--- config.mk ---
export PLATFORM = sky130hd
export DESIGN_NAME = hazard_unit_flat
export DESIGN_NICKNAME = d
export VERILOG_FILES = /design/src/rtl/hazard_pkg.sv /design/src/rtl/hazard_unit_if.sv /design/src/rtl/hazard_unit_instr_classifier.sv /design/src/rtl/hazard_unit.sv /design/src/flat_wrapper.sv
export SDC_FILE = /design/constraint.sdc
export NUM_CORES = 1
export LEC_CHECK = 0
export CAP_MARGIN = 20
export CORE_MARGIN = 2
export CORE_UTILIZATION = 50
export CTS_CLUSTER_DIAMETER = 30
export DETAILED_ROUTE_END_ITERATION = 8
export GPL_TIMING_DRIVEN = 0
export PLACE_DENSITY = 0.79
export SKIP_LAST_GASP = 1
export SYNTH_ARGS = -nofsm -noshare
export SYNTH_HDL_FRONTEND = slang
export SYNTH_HIERARCHICAL = 1
export SYNTH_SLANG_ARGS = --single-unit
--- constraint.sdc ---
create_clock -name clk -period 3.1 [get_ports clk]
set_clock_uncertainty 0.15 [all_clocks]
set_input_delay 0.62 -clock clk [delete_from_list [all_inputs] [get_ports clk]]
set_output_delay 0.62 -clock clk [all_outputs]
set_load 0.02 [all_outputs]
--- src/rtl/hazard_pkg.sv ---
// Shared types and opcode field constants for the pipeline interlock controller.
package hazard_pkg;

    typedef enum logic [1:0] {
        CLS_ALU = 2'd0,
        CLS_CMP = 2'd1,
        CLS_MEM = 2'd2,
        CLS_BR  = 2'd3
    } instr_class_t;

    // An entry records either a GPR write (flag=0, tag valid) or a flag write (flag=1).
    typedef struct packed {
        logic       valid;
        logic [3:0] tag;
        logic       flag;
    } sb_entry_t;

    localparam int unsigned OPC_ALU_BIT = 23;
    localparam logic [3:0]  OPC_CMP     = 4'b1000;
    localparam logic [1:0]  OPC_MEM     = 2'b10;
    localparam logic [1:0]  OPC_BR      = 2'b11;
    localparam logic [1:0]  SUB_NONE    = 2'b00;
    localparam int unsigned BIT_USE_B   = 0;
    localparam int unsigned BIT_STORE   = 1;

endpackage

--- src/rtl/hazard_unit_if.sv ---
// Decode-stage / pipeline-control bundle between the core and the hazard unit.
interface hazard_unit_if #(
    parameter int unsigned CNT_W = 16
);
    logic [23:0]      instr_d;
    logic             instr_valid_d;
    logic             branch_taken_e;
    logic             mem_busy;
    logic             stall_f;
    logic             stall_d;
    logic             flush_d;
    logic             bubble_e;
    logic             freeze;
    logic [CNT_W-1:0] stall_cnt;
    logic [CNT_W-1:0] flush_cnt;

    modport master (
        output instr_d, instr_valid_d, branch_taken_e, mem_busy,
        input  stall_f, stall_d, flush_d, bubble_e, freeze, stall_cnt, flush_cnt
    );

    modport slave (
        input  instr_d, instr_valid_d, branch_taken_e, mem_busy,
        output stall_f, stall_d, flush_d, bubble_e, freeze, stall_cnt, flush_cnt
    );
endinterface

--- src/rtl/hazard_unit_instr_classifier.sv ---
// Combinational decode of the decode-stage instruction into read/write usage.
module instr_classifier
    import hazard_pkg::*;
(
    input  logic [23:0]  instr_i,
    output instr_class_t cls_o,
    output logic [3:0]   src_a_o,
    output logic [3:0]   src_b_o,
    output logic [3:0]   reg_o,
    output logic         use_a_o,
    output logic         use_b_o,
    output logic         use_reg_o,
    output logic         dest_valid_o,
    output logic         writes_flags_o,
    output logic         reads_flags_o
);
    logic unused_bits;
    assign unused_bits = ^instr_i[7:2];

    assign src_a_o = instr_i[15:12];
    assign src_b_o = instr_i[11:8];
    assign reg_o   = instr_i[19:16];

    always_comb begin
        if (instr_i[OPC_ALU_BIT] == 1'b0) begin
            cls_o = CLS_ALU;
        end else if (instr_i[23:22] == OPC_BR) begin
            cls_o = CLS_BR;
        end else if (instr_i[23:20] == OPC_CMP) begin
            cls_o = CLS_CMP;
        end else begin
            cls_o = CLS_MEM;
        end
    end

    always_comb begin
        use_a_o        = 1'b0;
        use_b_o        = 1'b0;
        use_reg_o      = 1'b0;
        dest_valid_o   = 1'b0;
        writes_flags_o = 1'b0;
        reads_flags_o  = 1'b0;
        unique case (cls_o)
            CLS_ALU: begin
                use_a_o      = 1'b1;
                use_b_o      = instr_i[BIT_USE_B];
                dest_valid_o = 1'b1;
            end
            CLS_CMP: begin
                use_a_o        = 1'b1;
                use_b_o        = instr_i[BIT_USE_B];
                writes_flags_o = 1'b1;
            end
            CLS_MEM: begin
                use_a_o      = 1'b1;
                use_reg_o    = instr_i[BIT_STORE];
                dest_valid_o = ~instr_i[BIT_STORE];
            end
            CLS_BR: begin
                reads_flags_o = (instr_i[21:20] != SUB_NONE);
            end
            default: ;
        endcase
    end
endmodule

--- src/rtl/hazard_unit.sv ---
// Interlock controller: scoreboard of in-flight writes, stall/flush/freeze priority, debug counters.
module hazard_unit
    import hazard_pkg::*;
#(
    parameter int unsigned SB_DEPTH = 3,
    parameter int unsigned CNT_W    = 16
) (
    input  logic          clk,
    input  logic          reset,
    hazard_unit_if.slave  bus
);
    instr_class_t cls;
    logic [3:0]   src_a, src_b, reg_f;
    logic         use_a, use_b, use_reg, dest_valid, writes_flags, reads_flags;

    instr_classifier u_classifier (
        .instr_i        (bus.instr_d),
        .cls_o          (cls),
        .src_a_o        (src_a),
        .src_b_o        (src_b),
        .reg_o          (reg_f),
        .use_a_o        (use_a),
        .use_b_o        (use_b),
        .use_reg_o      (use_reg),
        .dest_valid_o   (dest_valid),
        .writes_flags_o (writes_flags),
        .reads_flags_o  (reads_flags)
    );

    sb_entry_t [SB_DEPTH-1:0] sb_q;
    logic [CNT_W-1:0]         stall_cnt_q, flush_cnt_q;
    logic                     raw;
    sb_entry_t                issue_entry;

    // Flag entries never match on tag: no instruction writes both a GPR and the flags.
    always_comb begin
        raw = 1'b0;
        for (int unsigned i = 0; i < SB_DEPTH; i++) begin
            if (sb_q[i].valid) begin
                if (sb_q[i].flag) begin
                    raw = raw | reads_flags;
                end else begin
                    raw = raw | (use_a   && (sb_q[i].tag == src_a))
                              | (use_b   && (sb_q[i].tag == src_b))
                              | (use_reg && (sb_q[i].tag == reg_f));
                end
            end
        end
        raw = raw & bus.instr_valid_d;
    end

    always_comb begin
        issue_entry       = '0;
        issue_entry.valid = bus.instr_valid_d && (cls != CLS_BR) && (dest_valid || writes_flags);
        issue_entry.tag   = reg_f;
        issue_entry.flag  = writes_flags;
    end

    assign bus.freeze    = bus.mem_busy;
    assign bus.stall_f   = bus.mem_busy | (~bus.branch_taken_e & raw);
    assign bus.stall_d   = bus.mem_busy | (~bus.branch_taken_e & raw);
    assign bus.flush_d   = ~bus.mem_busy & bus.branch_taken_e;
    assign bus.bubble_e  = ~bus.mem_busy & (bus.branch_taken_e | raw);
    assign bus.stall_cnt = stall_cnt_q;
    assign bus.flush_cnt = flush_cnt_q;

    always_ff @(posedge clk or negedge reset) begin
        if (!reset) begin
            sb_q        <= '0;
            stall_cnt_q <= '0;
            flush_cnt_q <= '0;
        end else if (!bus.mem_busy) begin
            if (bus.branch_taken_e) begin
                sb_q <= {sb_q[SB_DEPTH-2:0], sb_entry_t'('0)};
                if (!(&flush_cnt_q)) flush_cnt_q <= flush_cnt_q + CNT_W'(1);
            end else if (raw) begin
                sb_q <= {sb_q[SB_DEPTH-2:0], sb_entry_t'('0)};
                if (!(&stall_cnt_q)) stall_cnt_q <= stall_cnt_q + CNT_W'(1);
            end else begin
                sb_q <= {sb_q[SB_DEPTH-2:0], issue_entry};
            end
        end
    end
endmodule

--- src/flat_wrapper.sv ---
// flat-port wrapper written by rule: the top's interface ports become plain ports
module hazard_unit_flat import hazard_pkg::*;
#(
    parameter int unsigned SB_DEPTH = 3,
    parameter int unsigned CNT_W    = 16
)
  (clk, reset, bus_instr_d, bus_instr_valid_d, bus_branch_taken_e, bus_mem_busy, bus_stall_f, bus_stall_d, bus_flush_d, bus_bubble_e, bus_freeze, bus_stall_cnt, bus_flush_cnt);
  hazard_unit_if #(.CNT_W(CNT_W)) bus_i ();
  input  logic clk;
  input  logic reset;
  input wire logic [$bits(bus_i.instr_d)-1:0] bus_instr_d;
  input wire logic [$bits(bus_i.instr_valid_d)-1:0] bus_instr_valid_d;
  input wire logic [$bits(bus_i.branch_taken_e)-1:0] bus_branch_taken_e;
  input wire logic [$bits(bus_i.mem_busy)-1:0] bus_mem_busy;
  output wire logic [$bits(bus_i.stall_f)-1:0] bus_stall_f;
  output wire logic [$bits(bus_i.stall_d)-1:0] bus_stall_d;
  output wire logic [$bits(bus_i.flush_d)-1:0] bus_flush_d;
  output wire logic [$bits(bus_i.bubble_e)-1:0] bus_bubble_e;
  output wire logic [$bits(bus_i.freeze)-1:0] bus_freeze;
  output wire logic [$bits(bus_i.stall_cnt)-1:0] bus_stall_cnt;
  output wire logic [$bits(bus_i.flush_cnt)-1:0] bus_flush_cnt;
  assign bus_i.instr_d = bus_instr_d;
  assign bus_i.instr_valid_d = bus_instr_valid_d;
  assign bus_i.branch_taken_e = bus_branch_taken_e;
  assign bus_i.mem_busy = bus_mem_busy;
  assign bus_stall_f = bus_i.stall_f;
  assign bus_stall_d = bus_i.stall_d;
  assign bus_flush_d = bus_i.flush_d;
  assign bus_bubble_e = bus_i.bubble_e;
  assign bus_freeze = bus_i.freeze;
  assign bus_stall_cnt = bus_i.stall_cnt;
  assign bus_flush_cnt = bus_i.flush_cnt;
  hazard_unit #(.SB_DEPTH(SB_DEPTH), .CNT_W(CNT_W)) u_core (.clk(clk), .reset(reset), .bus(bus_i));
endmodule
=== Yosys cells after proc, flatten, opt, wreduce, memory -nomap -nowiden ===
Cells that the tools add are included.

* Bits in registers: 50
* Input bits: 29
* Output and inout port bits: 37
* Logic and storage cells: 86

* Add/sub/neg operators: 2
* Equal/unequal tests: 15
* Muxes and demuxes: 17
* Bitwise logic cells: 21
* Reduce and logical (&&, ||, !) cells: 20

{| class="wikitable"
|+ Operators with widths
! cell !! number
|-
| == test 4 bit || 9
|-
| adder 16 x 1 -> 16 bit (second input constant) || 2
|-
| AND reduction 16 bit || 2
|-
| 2-to-1 mux 6 bit || 2
|-
| bitwise OR 1 bit || 12
|-
| logical AND 1 bit || 11
|-
| 2-to-1 mux 1 bit || 11
|-
| == test 2 bit (second input constant) || 3
|-
| 2-to-1 mux 2 bit || 3
|-
| inverter 1 bit || 5
|-
| bitwise AND 1 bit || 4
|-
| == test 4 bit (second input constant) || 1
|-
| AND reduction 4 bit || 1
|-
| AND reduction 3 bit || 1
|-
| OR reduction 3 bit || 1
|-
| == test 2 x 1 -> 1 bit (second input constant) || 1
|-
| zero test 2 bit || 1
|-
| != test 2 bit (second input constant) || 1
|-
| case mux 1 bit (2 select lines) || 1
|-
| nonzero test 2 bit || 1
|-
| OR reduction 2 bit || 1
|-
| logical OR 1 bit || 1
|}

=== Longest topological paths before layout ===
Gate-level depths: netlist of run 1.

* Depth in word-level cells: 25
* Mapped depth: 10
* Depth with buffers taken out: 9

=== Modules after synthesis ===
The synthesis of run 1 kept the hierarchy.

{| class="wikitable"
|+ Modules (own cells, without submodules)
! module !! times used !! cells each !! area each (um2) !! sequential area each (um2)
|-
| hazard_unit || 1 || 241 || 2658.8 || 1251.2
|-
| instr_classifier || 1 || 22 || 151.4 || 0.0
|}

=== Worst setup path before layout of run 1 ===
OpenSTA, ideal clock, no wires.

* Kind: input port to output port
* Start: input bus_instr_d[9]
* End: output bus_stall_f
* Data arrival time: 2.321 ns
* Required time: 2.330 ns
* Setup slack: 0.009 ns
* Stages: 9
* Path buffers: 2
* Path through: buf_4 > xor2_1 > nor3_1 > nand4_1 > nand3_1 > o41a_1 > nor2_1 > o21bai_1 > buf_4

* Word-level cells in the longest chain between the ends: 19
* Elaborated cells on any way between the ends: 25
* Those cells by class: eq/ne: 3; mux: 6; bitwise: 13; reduce/logical: 3

{| class="wikitable"
|+ RTL lines
! element !! RTL line !! RTL
|-
| start: declaration || flat_wrapper.sv:11 || <nowiki>input wire logic [$bits(bus_i.instr_d)-1:0] bus_instr_d;</nowiki>
|-
| == test 4 bit || hazard_unit.sv:44 || <nowiki>| (use_b && (sb_q[i].tag == src_b))</nowiki>
|-
| logical AND 1 bit || hazard_unit.sv:44 ||
|-
| bitwise OR 1 bit || hazard_unit.sv:44 ||
|-
| bitwise OR 1 bit || hazard_unit.sv:45 || <nowiki>| (use_reg && (sb_q[i].tag == reg_f));</nowiki>
|-
| 2-to-1 mux 1 bit || hazard_unit.sv:40 || <nowiki>if (sb_q[i].flag) begin</nowiki>
|-
| 2-to-1 mux 1 bit || hazard_unit.sv:39 || <nowiki>if (sb_q[i].valid) begin</nowiki>
|-
| bitwise OR 1 bit || hazard_unit.sv:43 || <nowiki>raw = raw | (use_a && (sb_q[i].tag == src_a))</nowiki>
|-
| bitwise OR 1 bit || hazard_unit.sv:44 ||
|-
| [... 3 more ...] || n/a ||
|-
| bitwise OR 1 bit || hazard_unit.sv:43 ||
|-
| bitwise OR 1 bit || hazard_unit.sv:44 ||
|-
| bitwise OR 1 bit || hazard_unit.sv:45 ||
|-
| 2-to-1 mux 1 bit || hazard_unit.sv:40 ||
|-
| 2-to-1 mux 1 bit (*) || hazard_unit.sv:39 ||
|-
| bitwise AND 1 bit (*) || hazard_unit.sv:49 || <nowiki>raw = raw & bus.instr_valid_d;</nowiki>
|-
| bitwise AND 1 bit (*) || n/a ||
|-
| bitwise OR 1 bit (*) || n/a ||
|-
| end: declaration || flat_wrapper.sv:15 || <nowiki>output wire logic [$bits(bus_i.stall_f)-1:0] bus_stall_f;</nowiki>
|}

Mark *: on every way between the ends. The rest lies on a longest branch, timed or not.

=== Worst setup path after layout of run 1 ===
* Start: input bus_instr_d[22]
* End: output bus_stall_f

* Word-level cells in the longest chain between the ends: 25
* Elaborated cells on any way between the ends: 43
* Those cells by class: eq/ne: 5; mux: 13; bitwise: 13; reduce/logical: 12

{| class="wikitable"
|+ RTL lines
! element !! RTL line !! RTL
|-
| == test 4 bit || hazard_unit_instr_classifier.sv:29 || <nowiki>end else if (instr_i[23:20] == OPC_CMP) begin</nowiki>
|-
| 2-to-1 mux 2 bit || hazard_unit_instr_classifier.sv:29 ||
|-
| 2-to-1 mux 2 bit (*) || hazard_unit_instr_classifier.sv:27 || <nowiki>end else if (instr_i[23:22] == OPC_BR) begin</nowiki>
|-
| 2-to-1 mux 2 bit (*) || hazard_unit_instr_classifier.sv:25 || <nowiki>if (instr_i[OPC_ALU_BIT] == 1'b0) begin</nowiki>
|-
| via u_core.cls[1] || hazard_unit.sv:12 || <nowiki>instr_class_t cls;</nowiki>
|-
| == test 2 x 1 -> 1 bit or zero test 2 bit (tied branches) || hazard_unit_instr_classifier.sv:43 || <nowiki>unique case (cls_o)</nowiki>
|-
| OR reduction 2 bit (no source line) (*) || n/a ||
|-
| 2-to-1 mux 1 bit (*) || hazard_unit_instr_classifier.sv:43 ||
|-
| via u_core.use_b || hazard_unit.sv:14 || <nowiki>logic use_a, use_b, use_reg, dest_valid, writes_flags, reads_flags;</nowiki>
|-
| [... 10 more ...] || n/a ||
|-
| bitwise OR 1 bit || hazard_unit.sv:43 ||
|-
| bitwise OR 1 bit || hazard_unit.sv:44 ||
|-
| bitwise OR 1 bit || hazard_unit.sv:45 ||
|-
| 2-to-1 mux 1 bit || hazard_unit.sv:40 ||
|-
| 2-to-1 mux 1 bit (*) || hazard_unit.sv:39 ||
|-
| bitwise AND 1 bit (*) || hazard_unit.sv:49 ||
|-
| bitwise AND 1 bit (*) || hazard_unit.sv:60 || <nowiki>assign bus.stall_f = bus.mem_busy | (~bus.branch_taken_e & raw);</nowiki>
|-
| bitwise OR 1 bit (*) || hazard_unit.sv:60 ||
|}

The timed path passes the listed nets; every way through them passes the cells marked *.

==> out/results.tsv, run 1 <==
stage	metric	value	unit
die	die_h	79.0	um
global_routing	grt_usage	0.198	
setup_path	r2r_cells	10	
global_routing	grt_pass1_vias	2049	
synthesis	synthTopCellsByArea	dfrtp_1 (45%), xor2_1 (13%), xnor2_1 (6.2%), mux2_2 (4.8%), buf_4 (3.7%)	
synthesis	synth_ff_type	dfrtp_1	
synthesis	synth.distinct_cells	43	
clock_tree	clockBufferDepth	2	
sta	min_period	2990	ps
die	coreArea	5470	um2
drt	avgRoutedWirePerCell	15.2	um
power	leakagePower	1.64	nW
drt	drt-initial-drc-count	79	
sta	worstMarginPinSlew	613	ps
synthesis	avgSynthCellArea	10.7	um2
cells_and_area	fin_nets	355	
drt	wirelength	6030	um
die	io_pins	66	
sta	finalMaxSlewViolations	0	
setup_path	r2r_slack	400	ps
cells_and_area	multi_input_area	1490	um2
global_routing	grt_pass1_wl	9760	um
clock_tree	cts_tree	yes	
status	status	complete, no violations	
power	worst_ir_drop_vdd	0.271	mV
placed_design	io_buffers	47	
sta	rsz0062_at_grt	false	
sta	hold_viol_final	0	
synthesis	synth_enable_flop_cells	0	
clock_tree	cts_buffers	5	
synthesis	synth_top_area_cell	dfrtp_1	
drt	ant_nets	0	
power	p_per_area	442	nW/um2
setup_path	critical_path.max_fanout	3	
cells_and_area	regArea	1250	um2
placed_design	gp_congestion	0.832	
synthesis	ys_ff_latch	50	
sta	setup-violations-final	0	
cells_and_area	instances_no_fill	397	
drt	drc	0	
drt	via_per_inst	5.36	
clock_tree	cts-root-buf	clkbuf_8	
synthesis	synthesis.nets	294	
die	num_rows	27	
sta	period_share	0.965	
cells_and_area	finalInstanceArea	3580	um2
sta	fmax	334	MHz
hold_path	min_path_type	in2async	
drt	routed-via-count	2129	
clock_tree	clkSinkCount	50	
sta	slew_headroom	0.590	
drt	drtPass1Iterations	4	
cells_and_area	fillers	439	
cells_and_area	n_antenna_cell	0	
power	power	1.58	mW
clock_tree	htree_levels	2	
cells_and_area	final_core_util	0.655	
synthesis	syn_inst	263	
synthesis	syn_area	2810	um2
die	dieArea	6240	um2
setup_path	crit_start	bus_instr_d[22]	
setup_path	worstSetupPathType	in2out	
synthesis	ys_warn_count	6	
setup_path	start_kind	input port	
setup_path	worstPathArrival	2220	ps
setup_path	reg2reg_from	u_core/sb_q[8]	
synthesis	synth-async-reset-ratio	1.00	
synthesis	synth_top_cell_area_share	0.445	
job	maxCapViolCount	0	
die	initial_core_util	0.513	
die	die_x	79.0	um
placed_design	dpl.cell_count	383	
cells_and_area	area_growth	27.6	%
setup_path	r2r-end	u_core/bus.stall_cnt[1]	
placed_design	dp_hpwl	4400	um
clock_tree	clock_latency	290	ps
placed_design	place_area	3390	um2
synthesis	ys_top_cells_by_count	dfrtp_1 (50), xor2_1 (43), nand2_1 (21)	
cells_and_area	drive_above_1_share	0.209	
global_routing	grt_overflow	0	
synthesis	yosysMostFrequentCell	dfrtp_1	
setup_path	cp.required	2330	ps
synthesis	ys_seq_area_frac	0.445	
setup_path	critPathCaptureType	primary output	
clock_tree	clkTransAtPathRegs	80	ps
global_routing	antenna_found_initial	0	
clock_tree	cts_hold_buf	0	
global_routing	grt_max_degree	32	
-- power by group --
part | internal, mW | total (mW) | switching (mW) | leakage (nW)
Sequential | 0.715 | 0.805 | 0.0901 | 0.674
Combinational | 0.204 | 0.398 | 0.194 | 0.913
Clock | 0.180 | 0.380 | 0.199 | 0.0482
Total | 1.10 | 1.58 | 0.483 | 1.64
-- repair_timing --
item                                   CTS  global route
resized for setup                       42             8
setup buffers                            5             1
endpoints found under the hold margin    0             0
pin swaps                               10             4
setup endpoints to repair                3             3
-- kinds of logic after synthesis --
kind of cell / count (synthesis) / share of synthesized area
XOR/XNOR: 63 / 0.196
AO/OA/AOI/OAI: 22 / 0.0677
multiplexers: 13 / 0.0534
AND/OR/NAND/NOR: 91 / 0.178
flip-flops: 50 / 0.445
buffers and inverters: 22 / 0.0508
adder cells (fa/ha/maj): 2 / 0.00890
-- area by class of cell --
type / instances / share of cell area
Timing Repair Buffer: 54 / 0.144
Tap cell: 72 / 0.0251
Inverter: 5 / 0.00524
Multi-Input combinational cell: 191 / 0.416
Clock buffer: 7 / 0.0241
Clock inverter: 1 / 0.00140
Sequential cell: 50 / 0.349
Buffer: 17 / 0.0346
-- per-stage QoR --
step / setup slack (ps) / hold WS, ps / TNS [ps]
5_1_grt: 1.98 / 137 / 0
3_5_place_dp: -1120 / 329 / -4010
6_report: 108 / 121 / 0
4_1_cts: -20.1 / 132 / -20.1
3_3_place_gp: -1050 / 325 / -10970
2_1_floorplan: 9.49 / 174 / 0
-- worst max-delay path, cell delays in order --
cell and delay [ps]:
buf_8 100, o31a_1 330, nor2b_4 150, buf_4 110, nand2_1 50, nor4_2 160, nor4_2 90, nor2_4 120
nor2_4 50, o21bai_1 180, buf_4 140, buf_6 100
-- per-layer routing --
layer | global-route usage | wire [um] | vias to the layer above
met3 | 0.0511 | 353 | 6
met1 | 0.258 | 2670 | 1029
met2 | 0.331 | 2950 | 62
met5 | 0 | 0 | -
met4 | 0.0500 | 50 | 0
li1 | - | - | 1032
-- flip-flops by register name (all words and copies together), names as in the netlist --
name                  cells
u_core/bus.flush_cnt     16
u_core/sb_q              18
u_core/bus.stall_cnt     16
-- cells in the final DEF (no fill, tap or decap), types with 3 or more instances in the layout --
cell type	synthesis	routed
nand4_1	7	7
nand3_1	13	12
nor4_1	8	4
clkbuf_8	0	6
xor2_1	43	43
nor4_2	0	3
nor3_1	5	4
nor2_1	14	12
nand2_1	21	21
buf_2	0	4
inv_1	4	4
and3_1	8	8
buf_4	14	20
a32o_1	6	6
o21ai_0	3	3
mux2_2	12	12
dfrtp_1	50	49
xnor2_1	20	20
clkdlybuf4s50_1	0	37
buf_6	1	3
-- how the worst max path moves through the flow --
stage	slack [ps]	cells after the start	endpoint
final	110	12	bus_stall_f
after global routing	2	12	bus_stall_f
after CTS	-20	10	bus_stall_f
after detailed placement	-1120	10	bus_stall_f
after global placement	-1050	10	bus_stall_f
after floorplan	9	9	bus_stall_f
No activity file was read; power rests on OpenSTA's default activity.
==> run 2, diff against run 1 <==
Settings changed: GPL_ROUTABILITY_DRIVEN set to 0.
==> results of run 2 <==
No change in the layout: final DEF, timing and power equal those of run 1.
